==> config.mk <==
export PLATFORM = sky130hd
export DESIGN_NAME = cp0
export DESIGN_NICKNAME = d
export VERILOG_FILES = /design/src/rtl/cp0_pkg.sv /design/src/rtl/cp0.sv
export SDC_FILE = /design/constraint.sdc
export NUM_CORES = 1
export LEC_CHECK = 0
export CAP_MARGIN = 20
export CORE_AREA = 2 2 100 102
export CTS_BUF_LIST = sky130_fd_sc_hd__clkbuf_16
export DETAILED_ROUTE_END_ITERATION = 8
export DIE_AREA = 0 0 102 104
export GPL_ROUTABILITY_DRIVEN = 0
export PLACE_DENSITY = 0.78
export SKIP_CTS_REPAIR_TIMING = 1
export SLEW_MARGIN = 15
export SYNTH_ARGS = -nofsm -noshare
export SYNTH_HDL_FRONTEND = slang
export SYNTH_SLANG_ARGS = --single-unit
==> constraint.sdc <==
create_clock -name clk -period 2.25 [get_ports clk]
set_input_delay 0.45 -clock clk [delete_from_list [all_inputs] [get_ports clk]]
set_output_delay 0.45 -clock clk [all_outputs]
set_load 0.01 [all_outputs]
==> src/rtl/cp0_pkg.sv <==
// cp0_pkg: register numbers, field positions and exception codes
// shared by the coprocessor-0 controller and its users.
package cp0_pkg;

    localparam logic [4:0] CP0_SR    = 5'd12;
    localparam logic [4:0] CP0_CAUSE = 5'd13;
    localparam logic [4:0] CP0_EPC   = 5'd14;
    localparam logic [4:0] CP0_PRID  = 5'd15;

    localparam int SR_IE     = 0;
    localparam int SR_EXL    = 1;
    localparam int IM_LO     = 10;
    localparam int IM_HI     = 15;
    localparam int CAUSE_BD  = 31;
    localparam int EXC_LO    = 2;
    localparam int EXC_HI    = 6;

    localparam logic [4:0] EXC_INT  = 5'd0;
    localparam logic [4:0] EXC_ADEL = 5'd4;
    localparam logic [4:0] EXC_ADES = 5'd5;
    localparam logic [4:0] EXC_RI   = 5'd10;
    localparam logic [4:0] EXC_OV   = 5'd12;

    localparam logic [31:0] HANDLER_PC_DEF = 32'h0000_4180;

endpackage

==> src/rtl/cp0.sv <==
// cp0: exception/interrupt arbitration for the M-stage instruction,
// plus SR/Cause/EPC/PRId state for mfc0/mtc0/eret.
module cp0
    import cp0_pkg::*;
#(
    parameter logic [31:0] PRID_VAL   = 32'h4D49_5053,
    parameter logic [31:0] HANDLER_PC = HANDLER_PC_DEF
) (
    input  logic        clk,
    input  logic        reset,
    input  logic        en,
    input  logic [4:0]  cp0_addr,
    input  logic [31:0] cp0_wdata,
    output logic [31:0] cp0_rdata,
    input  logic [31:0] vpc,
    input  logic        bd_in,
    input  logic [4:0]  exc_code_in,
    input  logic        exl_clr,
    input  logic [5:0]  hw_int,
    output logic        req,
    output logic [31:0] epc_out
);

    logic [5:0]  r_im;
    logic        r_exl;
    logic        r_ie;
    logic        r_bd;
    logic [5:0]  r_ip;
    logic [4:0]  r_exc_code;
    logic [31:0] r_epc;

    logic        w_int_req;
    logic        w_exc_req;
    logic        w_req;
    logic [31:0] w_sr;
    logic [31:0] w_cause;
    logic [31:0] w_rdata;

    // Interrupts look at the live lines, not the latched IP copy.
    assign w_int_req = r_ie & ~r_exl & (|(hw_int & r_im));
    assign w_exc_req = ~r_exl & (exc_code_in != EXC_INT);
    assign w_req     = (w_int_req | w_exc_req) & ~reset;

    assign w_sr    = {16'b0, r_im, 8'b0, r_exl, r_ie};
    assign w_cause = {r_bd, 15'b0, r_ip, 3'b0, r_exc_code, 2'b0};

    always_ff @(posedge clk or posedge reset) begin
        if (reset) begin
            r_im       <= '0;
            r_exl      <= 1'b0;
            r_ie       <= 1'b0;
            r_bd       <= 1'b0;
            r_ip       <= '0;
            r_exc_code <= '0;
            r_epc      <= '0;
        end else begin
            r_ip <= hw_int;
            if (w_req) begin
                r_exl      <= 1'b1;
                r_bd       <= bd_in;
                r_exc_code <= w_int_req ? EXC_INT : exc_code_in;
                r_epc      <= bd_in ? (vpc - 32'd4) : vpc;
            end else begin
                if (en && cp0_addr == CP0_SR) begin
                    r_im  <= cp0_wdata[IM_HI:IM_LO];
                    r_exl <= cp0_wdata[SR_EXL];
                    r_ie  <= cp0_wdata[SR_IE];
                end
                if (en && cp0_addr == CP0_EPC) begin
                    r_epc <= cp0_wdata;
                end
                // eret wins over a coincident SR write for EXL only.
                if (exl_clr) begin
                    r_exl <= 1'b0;
                end
            end
        end
    end

    always_comb begin
        w_rdata = '0;
        case (cp0_addr)
            CP0_SR:    w_rdata = w_sr;
            CP0_CAUSE: w_rdata = w_cause;
            CP0_EPC:   w_rdata = r_epc;
            CP0_PRID:  w_rdata = PRID_VAL;
            default:   w_rdata = '0;
        endcase
    end

    assign cp0_rdata = w_rdata;
    assign req       = w_req;
    assign epc_out   = r_epc;

endmodule

---- After elaboration in Yosys (flattened, before gate mapping) ----
Index checks and enable logic that the tools add are counted.
W data, S select, Z words.
storage, ports and cells
  bits in registers ....................... 52
  input bits .............................. 85
  RAM bits ................................ 0
  memories kept ........................... 0
  output and inout bits ................... 65
  latch bits .............................. 0
  memory bits (read-only) ................. 0
  logic and storage cells ................. 36
operators by class
  $add $sub $neg .......................... 1
  multiplexer cells ....................... 8
  div/mod/pow operators ................... 0
  bitwise operators ....................... 9
  order comparisons ....................... 0
  $mul .................................... 0
  shift operators ......................... 0
  reduce and logical (&&, ||, !) cells .... 7
  eq/ne operators ......................... 4
operator list
  kind                     number
  $pmux W32 S4             1
  $mux W32                 3
  $sub A32 B3 Y32 const B  1
  $eq A5 B4 Y1 const B     4
  $and A6 B6 Y6            1
  $reduce_or A6 Y1         1
  $mux W5                  1
  $reduce_bool A5 Y1       1
  $and A1 B1 Y1            4
  $mux W1                  3
  $not A1 Y1               3
  $reduce_bool A3 Y1       1
  $logic_and A1 B1 Y1      2
  $reduce_and A2 Y1        1
  $reduce_bool A2 Y1       1
  $or A1 B1 Y1             1

---- Logic depth before layout (Yosys ltp) ----
Gate-level depths: netlist of the first run.
  depth after elaboration ................. 7
  gate-level depth with buffers ........... 7
  mapped depth without buffers ............ 6

---- Worst setup path after synthesis of the first run ----
OpenSTA, ideal clock, no wires.
  path type ............................... input-to-output
  start point ............................. input port cp0_addr[0]
  end point ............................... output port cp0_rdata[4]
  arrival ................................. 1.394 ns
  data required time ...................... 1.800 ns
  cell stages on the path ................. 4
  path buffers ............................ 2
  slack ................................... 0.406 ns
  path through ............................ clkbuf_1 -> clkbuf_1 -> o21ai_0 -> a21oi_1
on the way
  word-level cells in the longest chain between the ends .. 2
  elaborated cells between the ends (all ways) .. 5
  those cells by class .................... eq/ne (4); mux (1)
RTL lines
  item            RTL line   text
  from (decl)     cp0.sv:12  input logic [4:0] cp0_addr,
  $eq A5 B4 Y1    cp0.sv:82  case (cp0_addr)
  $pmux W32 S4 *  cp0.sv:82
  to (decl)       cp0.sv:14  output logic [31:0] cp0_rdata,
Mark *: on every way between the ends. The rest lies on a longest branch, timed or not.

---- Final worst setup path of the first run ----
  start point ............................. input port cp0_addr[3]
  end point ............................... output port cp0_rdata[10]
Same word-level chain as after synthesis.

==> results.cfg, run 1 <==
[outcome]
status = finished with violations
failed_checks = setup timing

[sta]
hold_ws_ps = 489.2
fin_tns_setup_ps = -5.762
hold_viol = 0
period_minus_slack_ps = 2256
relSlewSlack = 0.6360
maxSlewViolCount = 0
setup_viol = 1
max_clock_freq_ghz = 0.4433
worst_pin_slew_ps = 545.3
fin_crit_sh = 1.003
finClkSkew_ps = 5.235
layout_setup_ws_ps = -5.762

[setup_path]
path_max_fanout = 6
end_kind = primary output
setup.worst_path.start_class = input port
criticalPathCategory = in -> out
crit_required_ps = 1800
cp.arrival_ps = 1810

[yosys]
syn-num-nets = 426
ys_seq_area_frac = 0.3971
synth_ff_type = dfrtp_1
synthMuxAreaShare = 0.2012
synth_compound_area_frac = 0.08018
syn-cell-area_mm2 = 0.003277
avgSynthCellArea_um2 = 9.638
netlist_instances = 340
synth_cell_types = 42
synth_top_family_by_area = simple AND/OR/NAND/NOR gates
yosysWarnings = 0
synth_xor_area_frac = 0.07484
async_flop_share = 1.000
yosys.area_share.simple = 0.2085
ys_ff_latch = 52
synth_edf_count = 0
synth_fa_ha_area_frac = 0.003818

[die]
dieHeight_um = 104
core_mm2 = 0.009549
die_w_um = 102
ios = 150
start_util = 0.3432
die_area_mm2 = 0.01061
rows = 36

[layout]
instances_no_fill = 660
area_growth_pct = 69.72
utilization = 0.5824
num_antenna_cells = 0
design_area_mm2 = 0.005562
final_net_count = 613
drive_gt1_frac = 0.1765

[route]
drtIter0Drc = 132
drt-pass1-iter-count = 5
wire_per_inst_um = 17.40
routed_wl_um = 11490
drc = 0
antenna_left = 0
routed_via_density = 5.109
vias = 3372

[place]
io_buffers = 149
pre_cts_ws_ps = -520.8
dpl-instance-area_mm2 = 0.005339
dp_cells = 653
dp_hpwl_um = 8841

[flow_run]
maxCapViolations = 0

[cts]
root_buffer = clkbuf_16
numCtsBuffers = 5
cts.clk_slew.worst_paths_ps = 70
cts_htree_levels = 2
clk_latency_ps = 280
cts_tree = done
max-clock-path-buffers = 2
cts_sinks = 52

[grt]
grt_pass1_wl_um = 17710
grt_pass1_vias = 3577
antenna_found_initial = 0
grt_usage = 0.2097
grt_overflow = 0
grt_max_degree = 30

[hold_path]
hp-class = reg -> reg

[power]
p_leak_nw = 3.041
power_mw = 3.155
peakVddDrop_v = 0.0003416
p_per_area_mw_per_mm2 = 567.4
worst max-delay path: stages:
cell and delay, ps:
clkdlybuf4s50_1 470, nand2_2 80, or2_4 280, buf_4 160, nor2_1 140, dlymetal6s2s_1 210
placed cells by master, fill, tap and decap left out, drive strengths merged, types with 4 or more instances in the layout:
| master | synthesis | final |
|---|---|---|
| clkdlybuf4s50 | 0 | 114 |
| mux2i | 58 | 58 |
| buf | 9 | 53 |
| dfrtp | 52 | 52 |
| nor2 | 41 | 41 |
| dlymetal6s2s | 0 | 28 |
| nand2 | 24 | 24 |
| xor2 | 17 | 17 |
| o21ai | 16 | 16 |
| nor3 | 12 | 12 |
| xnor2 | 11 | 11 |
| and3 | 11 | 11 |
| clkbuf | 11 | 10 |
| a21oi | 9 | 9 |
| nand4 | 9 | 9 |
| mux2 | 7 | 7 |
| a22oi | 7 | 7 |
| inv | 5 | 6 |
| a22o | 5 | 5 |
| nand3 | 5 | 5 |
| nor4 | 5 | 5 |
| nor2b | 4 | 4 |
cell usage after synthesis, types with 8 or more instances:
| library cell | number | area (um2) |
|---|---|---|
| a21oi_1 | 9 | 45.04 |
| and3_1 | 11 | 68.82 |
| clkbuf_1 | 11 | 41.29 |
| dfrtp_1 | 52 | 1301 |
| mux2i_1 | 58 | 580.6 |
| nand2_1 | 24 | 90.09 |
| nand4_1 | 8 | 50.05 |
| nor2_1 | 41 | 153.9 |
| nor3_1 | 12 | 60.06 |
| o21ai_0 | 15 | 75.07 |
| xnor2_1 | 11 | 96.34 |
| xor2_1 | 17 | 148.9 |
layout make-up:
type	instances	area (um2)
Clock buffer	5	125.1
Tap cell	133	166.4
Inverter	5	18.77
Multi-Input combinational cell	263	1924
Fill cell	835	3988
Clock inverter	2	8.758
Sequential cell	52	1301
Timing Repair Buffer	200	2017
report_power, final:
group,internal (mW),total [mW],leakage (nW),switching (mW)
clock network,0.401,0.728,0.0709,0.327
logic,0.661,1.13,2.34,0.465
registers,1.13,1.30,0.626,0.170
total,2.19,3.16,3.04,0.962
final timing paths:
path | from | to | slack (ps) | depth (start not counted)
worst min register to register | r_bd | r_bd | 490 | 2
worst max-delay path | cp0_addr[3] | cp0_rdata[10] | -6 | 6
max in group asynchronous | reset | epc_out[1] | 1020 | 4
worst max register to register | r_im[1] | r_im[3] | 210 | 8
worst min-delay path | r_bd | r_bd | 490 | 2
min in group asynchronous | reset | epc_out[4] | 680 | 3
kinds of logic after synthesis:
| family | count (synthesis) |
|---|---|
| flip-flops | 52 |
| AND/OR/NAND/NOR | 127 |
| XOR/XNOR | 28 |
| buffers and inverters | 25 |
| multiplexers | 65 |
| AO/OA/AOI/OAI | 42 |
| adder cells (fa/ha/maj) | 1 |
registers in the layout, summed over array words and instances, names as in the netlist:
name,count
r_bd,1
r_ie,1
r_exl,1
r_im,6
r_exc_code,5
r_ip,6
epc_out,32
metal layers:
layer / part of all wire / vias up / track usage
met4: 0.020 / 0 / 0.06571
li1: - / 1575 / -
met3: 0.064 / 20 / 0.04704
met2: 0.50 / 130 / 0.3553
met1: 0.42 / 1647 / 0.2623
met5: 0 / - / 0
Note: power is estimated with default switching activity, not from simulation.
==> inputs of run 2 (changes only) <==
--- a/config.mk
+++ b/config.mk
@@ -6,13 +6,12 @@
 export NUM_CORES = 1
 export LEC_CHECK = 0
 export CAP_MARGIN = 20
-export CORE_AREA = 2 2 100 102
+export CORE_AREA = 2 2 92 94
 export CTS_BUF_LIST = sky130_fd_sc_hd__clkbuf_16
 export DETAILED_ROUTE_END_ITERATION = 8
-export DIE_AREA = 0 0 102 104
+export DIE_AREA = 0 0 94 96
 export GPL_ROUTABILITY_DRIVEN = 0
-export PLACE_DENSITY = 0.78
-export SKIP_CTS_REPAIR_TIMING = 1
+export PLACE_DENSITY = 0.88
 export SLEW_MARGIN = 15
 export SYNTH_ARGS = -nofsm -noshare
 export SYNTH_HDL_FRONTEND = slang
==> results.cfg, run 2 (synthesis results as in run 1) <==
[power]
p_per_area_mw_per_mm2 = 584.7
pwr-share-comb = 0.354
p_sw_frac = 0.3070
seq_power_share = 0.413
p_leak_nw = 2.631
peakVddDrop_v = 0.0003560
power_frac_clock = 0.233
power_switching_mw = 0.9678
intPower_mw = 2.185

[route]
drc = 0
antenna_left = 0
vias = 3341
drt-pass1-iter-count = 4
drtIter0Drc = 116
routed_wl_um = 11410
wire_per_inst_um = 17.97
routed_via_density = 5.261

[sta]
setup_viol = 0
period_minus_slack_ps = 2212
fin_crit_sh = 0.9831
worst_pin_slew_ps = 605.9
max_clock_freq_ghz = 0.4521
finClkSkew_ps = 8.028
fin_tns_setup_ps = 0
rsz0062_at_grt = false
hold_ws_ps = 318.3
maxSlewViolCount = 0
hold_viol = 0
relSlewSlack = 0.5929

[cts]
numCtsBuffers = 5
hold_buffers = 0
clk_latency_ps = 280
root_buffer = clkbuf_16
cts_htree_levels = 2
cts_tree = done
cts.clk_slew.worst_paths_ps = 70
cts_sinks = 52
max-clock-path-buffers = 2

[place]
dpl-instance-area_mm2 = 0.005244
dp_hpwl_um = 8860
io_buffers = 149
dp_cells = 624

[setup_path]
critPathTopFamily = buffers and inverters
crit_chain = clkdlybuf4s50_1 -> nor2_4 -> buf_12 -> and3_1 -> clkdlybuf4s15_1
end_kind = primary output
criticalPathCategory = in -> out
cp-startpoint = cp0_addr[4]
path_buf_inv = 3
reg2reg_from = r_im[0]
slowest_delay_ps = 520
setup.worst_path.start_class = input port
crit_path_top_delay_cell = clkdlybuf4s50_1
crit_required_ps = 1800
cp.arrival_ps = 1760
path_max_fanout = 13

[layout]
final_common_cell = clkdlybuf4s50_1
drive_gt1_frac = 0.2038
largest_reg_flops = 32
area_growth_pct = 64.53
design_area_mm2 = 0.005391
most-common-layout-cells = clkdlybuf4s50_1 (112), mux2i_1 (58), dfrtp_1 (52), buf_4 (43), nor2_1 (37)
utilization = 0.6696
final_net_count = 615
num_antenna_cells = 0
instances_no_fill = 635

[die]
dieHeight_um = 96
rows = 33
ios = 150
start_util = 0.4070
core_mm2 = 0.008051
die_w_um = 94
die_area_mm2 = 0.009024

[grt]
grt_pass1_vias = 3468
grt_overflow = 0
antenna_found_initial = 0
grt_max_degree = 28
grt_pass1_wl_um = 17620
grt_usage = 0.2523

[hold_path]
hp-class = in -> reg
hp-start = hw_int[4]

[outcome]
status = completed

[flow_run]
maxCapViolations = 0
[run 2: cell types whose count changed in the layout (fill, tap and decap cells not counted), moves of 3 or more]
cell and delta:
dlymetal6s2s_1 -25, clkdlybuf4s15_1 +8, dlygate4sd2_1 +8, buf_2 +6, clkbuf_2 +5, buf_12 -3
[run 2: layout make-up]
cell class	instances	area [um2]
well taps	105	131.4
clock inverters	3	13.76
multi-input cells	264	1934
inverters	5	18.77
flip-flops and latches	52	1301
clock buffers	5	125.1
fillers	641	2660
repair buffers	201	1867
[run 2: final timing paths]
check | end | slack (ps) | depth (start not counted)
worst max-delay path | cp0_rdata[8] | 40 | 5
worst min-delay path | r_ip[4] | 320 | 1
worst max register to register | r_im[3] | 240 | 8
worst min register to register | r_bd | 500 | 2
max in group asynchronous | epc_out[13] | 1250 | 4
min in group asynchronous | epc_out[29] | 730 | 4
[run 2: power by group through the flow]
| stage | Clock [mW] | Combinational, mW | Sequential, mW |
|---|---|---|---|
| floorplan | 0 | 0.390 | 1.33 |
| global placement | 0 | 1.08 | 1.30 |
| detailed placement | 0 | 1.11 | 1.31 |
| CTS | 0.749 | 1.12 | 1.30 |
| global route | 0.793 | 1.21 | 1.33 |
| finish | 0.735 | 1.12 | 1.30 |
[run 2: timing repair]
item	4_1_cts	5_1_grt
setup endpoints to repair	33	27
gates resized for setup	71	41
setup buffers	2	0
gates cloned	0	1
hold endpoints to repair	0	0
pin swaps	2	7
[run 2: through the flow]
| step | power, mW | worst slack, ps |
|---|---|---|
| 3_5_place_dp | 2.425 | -415.6 |
| 3_3_place_gp | 2.380 | -345.7 |
| 4_1_cts | 3.163 | -2.497 |
| 5_1_grt | 3.325 | 5.114 |
| 2_1_floorplan | 1.721 | 405.6 |
| 6_report | 3.153 | 38.04 |
[run 2: routing by layer]
metal / GRT usage / wire length [um]
met1: 0.3133 / 4850
met2: 0.4690 / 5876
met3: 0.04464 / 616
met4: 0.03502 / 67
met5: 0 / 0
==> inputs of run 3 (changes only) <==
--- a/config.mk
+++ b/config.mk
@@ -5,13 +5,15 @@
 export SDC_FILE = /design/constraint.sdc
 export NUM_CORES = 1
 export LEC_CHECK = 0
+export ABC_AREA = 1
 export CAP_MARGIN = 20
-export CORE_AREA = 2 2 92 94
+export CORE_AREA = 2 2 101 103
 export CTS_BUF_LIST = sky130_fd_sc_hd__clkbuf_16
+export CTS_CLUSTER_DIAMETER = 50
 export DETAILED_ROUTE_END_ITERATION = 8
-export DIE_AREA = 0 0 94 96
+export DIE_AREA = 0 0 103 105
 export GPL_ROUTABILITY_DRIVEN = 0
-export PLACE_DENSITY = 0.88
+export PLACE_DENSITY = 0.85
 export SLEW_MARGIN = 15
 export SYNTH_ARGS = -nofsm -noshare
 export SYNTH_HDL_FRONTEND = slang
==> constraint.sdc (replaced) <==
create_clock -name clk -period 1.89 [get_ports clk]
set_input_delay 0.378 -clock clk [delete_from_list [all_inputs] [get_ports clk]]
set_output_delay 0.378 -clock clk [all_outputs]
set_load 0.01 [all_outputs]
==> results.cfg, run 3 <==
[setup_path]
setup.worst_path.start_class = input port
path_max_fanout = 2
end_kind = primary output
criticalPathCategory = in -> out
cp.arrival_ps = 1480
crit_required_ps = 1510
cpMostUsedCell = nand2_1
path_buf_inv = 3
crit_path_top_delay_cell = clkdlybuf4s50_1
crit_chain = clkdlybuf4s50_1 -> nand2_1 -> nand2_1 -> inv_1 -> nand2_2 -> nand2_4 -> a21oi_4 -> buf_6
critPathTopFamily = buffers and inverters
slowest_delay_ps = 470

[sta]
finClkSkew_ps = 3.456
maxSlewViolCount = 0
setup_viol = 0
period_minus_slack_ps = 1857
hold_viol = 0
max_clock_freq_ghz = 0.5385
layout_setup_ws_ps = 33.01
fin_crit_sh = 0.9825
relSlewSlack = 0.6528
worst_pin_slew_ps = 520.8
rsz0062_at_grt = true

[route]
drt-pass1-iter-count = 4
routed_via_density = 4.894
antenna_left = 0
drtIter0Drc = 270
drc = 0
routed_wl_um = 14010
vias = 4679
wire_per_inst_um = 14.65

[cts]
max-clock-path-buffers = 2
clk_latency_ps = 280
cts.clk_slew.worst_paths_ps = 70
hold_buffers = 0
numCtsBuffers = 5
cts_sinks = 52
cts_tree = done
root_buffer = clkbuf_16
cts_htree_levels = 2

[layout]
drive_gt1_frac = 0.2236
area_growth_pct = 66.85
num_antenna_cells = 0
fill_cells = 810
most-common-layout-cells = nand2_1 (221), clkdlybuf4s50_1 (106), inv_1 (79), buf_4 (63), nor2_1 (54)
largest_reg_flops = 32
instances_no_fill = 956
final_net_count = 909
final_common_cell = nand2_1

[grt]
grt_overflow = 0
grt_pass1_wl_um = 21960
grt_pass1_vias = 4654
grt_max_degree = 41
antenna_found_initial = 0
grt_usage = 0.2538

[place]
dp_hpwl_um = 10440
io_buffers = 149
pre_cts_ws_ps = -641.8
dp_cells = 940

[yosys]
ys_ff_latch = 52
synth_cell_types = 34
syn-num-nets = 691
synthTopCellsByArea = dfrtp_1 (34%), nand2_1 (23%), inv_1 (8.3%), nor2_1 (6.8%), nand3_1 (5.1%)
yosysWarnings = 0
syn-cell-area_mm2 = 0.003797
async_flop_share = 1.000
synth_edf_count = 0
synth_top_area_share = 0.3427
synth_ff_type = dfrtp_1
ys_seq_area_frac = 0.3427
avgSynthCellArea_um2 = 6.277
yosysMostFrequentCell = nand2_1
netlist_instances = 605
synthTopCellsByCount = nand2_1 (231), inv_1 (84), nor2_1 (69), dfrtp_1 (52), nand3_1 (39)
synth_top_area_cell = dfrtp_1

[hold_path]
hp-class = in -> reg

[die]
start_util = 0.3940
dieHeight_um = 105
ios = 150
die_w_um = 103
core_mm2 = 0.009639
die_area_mm2 = 0.01082
rows = 36

[flow_run]
maxCapViolations = 0

[outcome]
status = completed

[power]
p_leak_nw = 3.214
p_per_area_mw_per_mm2 = 791.2
peakVddDrop_v = 0.0005170
## run 3: changes by cell type after synthesis, sizes merged, moves of 11 or more
| cell | previous run | this run |
|---|---|---|
| mux2i | 58 | 0 |
| inv | 5 | 87 |
| and3 | 11 | 0 |
| nand3 | 5 | 39 |
| nand2 | 24 | 241 |
| o21ai | 16 | 59 |
| nor2 | 41 | 76 |
## run 3: area by class of cell
cell class,instances,area [um2],share of cell area
multi-input combinational,450,2213,0.3493
timing repair buffer,227,2127,0.3357
sequential,52,1301,0.2054
inverter,87,342.8,0.05411
tap,133,166.4,0.02626
clock buffer,5,125.1,0.01975
clock inverter,2,60.06,0.009479
## run 3: metrics by stage
stage	utilization	setup TNS, ps	hold slack (ps)	power, mW	instance area, um2
floorplan	-	-259.9	409.4	2.611	3809
global placement	0.6157	-25690	487.4	3.718	5934
detailed placement	0.6157	-28600	491.9	3.767	5934
CTS	0.6425	0	507.4	4.933	6193
global route	0.6573	-57.12	239.5	5.298	6336
finish	0.6573	0	232.0	5.013	6336
## run 3: logic make-up after synthesis
logic type | count (synthesis) | synth area share
and+or+nand+nor | 366 | 0.4000
DFF | 52 | 0.3427
adders and majority gates | 1 | 0.003294
xor gates and xnor gates | 8 | 0.01845
buffers and inverters | 104 | 0.1209
AOI/OAI and AO/OA | 74 | 0.1147
## run 3: metal layers
| metal | wire length, um | GRT usage |
|---|---|---|
| met5 | 0 | 0 |
| met4 | 291 | 0.07707 |
| met3 | 1025 | 0.03813 |
| met2 | 7041 | 0.4439 |
| met1 | 5646 | 0.3166 |
## run 3: final timing paths
check	cells after the start	slack, ps	from	endpoint
min in group asynchronous	4	770	reset	epc_out[3]
hold / removal	1	230	hw_int[3]	r_ip[3]
max in group asynchronous	5	360	reset	epc_out[19]
setup reg to reg	12	230	r_im[4]	epc_out[0]
hold reg to reg	2	510	epc_out[26]	epc_out[26]
setup / recovery	8	30	hw_int[1]	req
## run 3: worst register-to-register path, stage by stage, from the launching register on
cell and delay, ps:
dfrtp_1 400, nand2_1 80, nand2_1 60, nor2_2 110, nand2_2 70, nand2_4 80, buf_4 150, nand2_4 90
nand2_8 120, nand2_4 110, inv_6 150, nand2_1 80, nand3_1 90
## run 3: where the power goes
| part | switching (mW) | total, mW | internal [mW] | leakage [nW] |
|---|---|---|---|---|
| clock | 0.395 | 1.15 | 0.752 | 0.0899 |
| sequential | 0.250 | 1.71 | 1.46 | 0.616 |
| combinational | 1.07 | 2.15 | 1.08 | 2.51 |
## run 3: what timing repair did
action | 4_1_cts | 5_1_grt
buffers inserted | 4 | 1
resized for setup | 162 | 50
gates cloned | 2 | 2
pin swaps | 5 | 10
endpoints found under the setup margin | 45 | 65
